[config.mk]
export PLATFORM = sky130hd
export DESIGN_NAME = dmem_arbiter
export DESIGN_NICKNAME = d
export VERILOG_FILES = /design/src/rtl/dmem_arbiter.sv
export SDC_FILE = /design/constraint.sdc
export NUM_CORES = 1
export LEC_CHECK = 0
export ABC_CLOCK_PERIOD_IN_PS = 3800
export CAP_MARGIN = 10
export CORE_AREA = 2 2 115 117
export DETAILED_ROUTE_END_ITERATION = 12
export DIE_AREA = 0 0 117 119
export SYNTH_ARGS = -nofsm -noshare
export SYNTH_HDL_FRONTEND = slang
export SYNTH_SLANG_ARGS = --single-unit
[constraint.sdc]
create_clock -name clk -period 3.8 [get_ports clk]
set_input_delay 0.95 -clock clk [delete_from_list [all_inputs] [get_ports clk]]
set_output_delay 0.95 -clock clk [all_outputs]
set_load 0.005 [all_outputs]
[src/rtl/dmem_arbiter.sv]
// dmem_arbiter: round-robin two-master arbiter for data memory port 0 with bounded locked bursts
`timescale 1ns/1ps
module dmem_arbiter #(
    parameter int MAX_BURST = 16,
    parameter bit CPU_FIRST = 1'b1
) (
    input  logic        clk,
    input  logic        reset,
    input  logic        m0_req,
    input  logic        m1_req,
    input  logic        m0_lock,
    input  logic        m1_lock,
    input  logic        m0_we,
    input  logic        m1_we,
    input  logic [31:0] m0_addr,
    input  logic [31:0] m1_addr,
    input  logic [31:0] m0_wd,
    input  logic [31:0] m1_wd,
    output logic        m0_gnt,
    output logic        m1_gnt,
    output logic [31:0] m0_rd,
    output logic [31:0] m1_rd,
    output logic        mem_we,
    output logic [31:0] mem_addr,
    output logic [31:0] mem_wd,
    input  logic [31:0] mem_rd
);
    localparam int BW = $clog2(MAX_BURST);
    localparam logic [BW-1:0] TOP = BW'(MAX_BURST - 1);
    // one-hot owner states so each grant is a flop bit
    typedef enum logic [1:0] {IDLE = 2'b00, OWN0 = 2'b01, OWN1 = 2'b10} state_t;
    state_t state, nxt, other;
    logic last, last_nxt, own0, own1, req_x, req_y, lock_x;
    logic [BW-1:0] beats, beats_nxt;
    always_ff @(posedge clk) begin
        if (reset) begin
            state <= IDLE;
            beats <= '0;
            last  <= CPU_FIRST;
        end else begin
            state <= nxt;
            beats <= beats_nxt;
            last  <= last_nxt;
        end
    end
    assign own0   = state[0];
    assign own1   = state[1];
    assign req_x  = own0 ? m0_req : m1_req;
    assign req_y  = own0 ? m1_req : m0_req;
    assign lock_x = own0 ? m0_lock : m1_lock;
    assign other  = own0 ? OWN1 : OWN0;
    always_comb begin
        nxt = state;
        if (state == IDLE)
            nxt = (m0_req && m1_req) ? (last ? OWN0 : OWN1) : m0_req ? OWN0 : m1_req ? OWN1 : IDLE;
        else if (req_y && !(req_x && lock_x && beats != TOP))
            nxt = other;
        else if (!req_x)
            nxt = IDLE;
    end
    assign last_nxt  = (state != IDLE && nxt != state) ? own1 : last;
    assign beats_nxt = (nxt != state) ? '0 :
                       (state != IDLE && req_x && lock_x && beats != TOP) ? beats + 1'b1 : beats;
    assign m0_gnt   = own0;
    assign m1_gnt   = own1;
    assign mem_addr = own0 ? m0_addr : own1 ? m1_addr : '0;
    assign mem_wd   = own0 ? m0_wd : own1 ? m1_wd : '0;
    assign mem_we   = ~reset & (own0 ? (m0_we & m0_req) : (own1 & m1_we & m1_req));
    assign m0_rd    = own0 ? mem_rd : '0;
    assign m1_rd    = own1 ? mem_rd : '0;
endmodule

==> results.cfg <==
[timing]
setup_violations = 0
finalCritPeriodShare = 0.876
relSlewSlack = 0.549
period_minus_slack_ps = 3330
setup_ws_ps = 471
rsz0062_at_grt = false
worst_pin_slew_ps = 677
setup_tns_ps = 0
fmax_mhz = 300
finalClockSkew_ps = 0.520
finalHoldViolCount = 0
maxSlewViolCount = 0

[yosys]
synthFlopType = dfxtp_1
synth.distinct_cells = 36
async_flop_share = 0
synth_nets = 375
ys_seq_elements = 7
avgSynthCellArea_um2 = 7.48
synth_seq_area_share = 0.0910
synth-edff-count = 0
syn_inst = 206
syn_area_um2 = 1540
yosys_warnings = 0

[place]
portBuffers = 298
pre_cts_slack_ps = 461
hpwlAfterDp_um = 9760
place.gp.congestion = 0.922

[route]
wl_um = 12000
wl_met2_um = 5860
vias = 2784
dr_wl_met3_um = 855
drc_errors = 0
drtIter0Drc = 102
wl_per_cell_um = 18.0
topRoutingLayerUsed = met4
drt-met1-wl_um = 4970
dr.pass1.iters = 4
viasPerCell = 4.18
ant_nets = 0

[critical_path]
end_kind = output pin
crit_required_ps = 2850
critPathMaxFanout = 4
path_class = input pin to output pin
cp_data_arrival_time_ps = 2380
critPathLaunchType = input pin
slowest_delay_ps = 550
cp_slowest_cell = clkdlybuf4s50_1
path_cells = clkdlybuf4s50_1 -> and2_4 -> nand2_1 -> a21oi_1 -> clkdlybuf4s50_1
path_common_cell = clkdlybuf4s50_1

[min_path]
hold_class = flip-flop to flip-flop

[layout]
ff_latch_area_um2 = 144
fillerInstances = 1310
finalNetCount = 660
n_antenna_cell = 0
layout-drive-gt1-share = 0.0327
multi_input_area_um2 = 1280
area_growth_pct = 209
post-route-util = 0.370

[global_routing]
grt_usage = 0.155
antenna_found_initial = 0
grt_pass1_vias = 2725
grt_pass1_wl_um = 16700
grt-ovfl-total = 0
grt_max_degree = 65

[floorplan]
core_um2 = 12900
die_h_um = 119
die_area_um2 = 13900
fp.dieW_um = 117
rows = 42
start_util = 0.120
boundaryPins = 299

[cts]
clock_sinks = 7
ctsHoldBuffers = 0
root_buffer = clkbuf_16
cts_max_level = 1
clk_latency_ps = 230
cts_resized = 0
clk_pin_slew_ps = 40
cts_buffers = 3
cts_setup_buffers = 0
cts_tree = done
cts_buffer_depth = 2

[status]
status = finished, final reports clean

[job]
max_cap_viol_count = 0

[power]
p_leak_nw = 1.76
power.density_nw_per_um2 = 166
peakVddDrop_v = 0.000111
[power breakdown]
group          internal, W  switching, W  leakage, nW
Sequential       0.0000763    0.00000958       0.0576
Clock             0.000140     0.0000420       0.0382
Combinational     0.000357      0.000166         1.66
[cell type report]
class | instances | share of cell area
Timing Repair Buffer | 304 | 0.636
Multi-Input combinational cell | 172 | 0.269
Tap cell | 176 | 0.0462
Sequential cell | 7 | 0.0302
Clock buffer | 4 | 0.0165
Inverter | 3 | 0.00236
[flip-flops by register name (all words and copies together), names as in the netlist]
signal,flops
state,2
beats,4
last,1
[final timing paths]
kind              slack, ps                     to  cells past startpoint                  start
hold / removal          520  beats[3]$_SDFFE_PP0P_                      2  beats[3]$_SDFFE_PP0P_
hold reg to reg         520  beats[3]$_SDFFE_PP0P_                      2  beats[3]$_SDFFE_PP0P_
setup reg to reg       1640  beats[2]$_SDFFE_PP0P_                      5    state[0]$_SDFF_PP0_
setup / recovery        470                 mem_we                      5                 m0_req
[Yosys cell counts (2+ instances only)]
library cell  instances  area, um2
nor2_1                4       15.0
dfxtp_1               7        140
o21ai_0               2       10.0
nand2_1               2       7.51
a31oi_1               2       12.5
nor2b_1               2       12.5
clkbuf_1             13       48.8
buf_2                 8       40.0
a22o_1               64        561
inv_1                 3       11.3
a21oi_1               4       20.0
buf_4                 2       15.0
nand3_1               4       20.0
and2_1               65        407
mux2i_1               3       30.0
[worst max-delay path, delay by kind of cell]
family / cells / cell delay, ps
AO/OA/AOI/OAI: 1 / 130
buffers and inverters: 2 / 1030
AND/OR/NAND/NOR: 2 / 250
[placed cells by master (no fill, tap or decap), types with 2 or more instances in the layout]
master and n:
a21oi_1 4, a22o_1 64, a31oi_1 2, and2_1 65, buf_4 6, clkbuf_16 3, clkdlybuf4s50_1 298, dfxtp_1 6
inv_1 3, mux2i_1 3, nand2_1 2, nand3_1 4, nor2_1 4, o21ai_0 2
[kinds of logic after synthesis]
logic type                 after synthesis  synth area share
AOI/OAI and AO/OA                       82             0.453
xor gates and xnor gates                 1           0.00569
adders and majority gates                1           0.00812
buffers and inverters                   27            0.0820
DFF                                      7            0.0910
muxes                                    4            0.0268
and+or+nand+nor                         84             0.333
[per-layer routing]
layer	vias to the layer above	GRT usage
met3	22	0.0254
li1	1335	-
met5	-	0
met4	0	0.0463
met2	140	0.271
met1	1287	0.193
[per-stage QoR]
stage	total power, W	hold slack [ps]	cells	cell area [um2]
2_1_floorplan	0.000225	490	206	1540
3_3_place_gp	0.000607	503	662	4680
3_5_place_dp	0.000608	515	662	4680
4_1_cts	0.000799	520	666	4760
5_1_grt	0.000829	577	666	4760
6_report	0.000791	523	666	4760
Power figures use the tool's default switching activity.
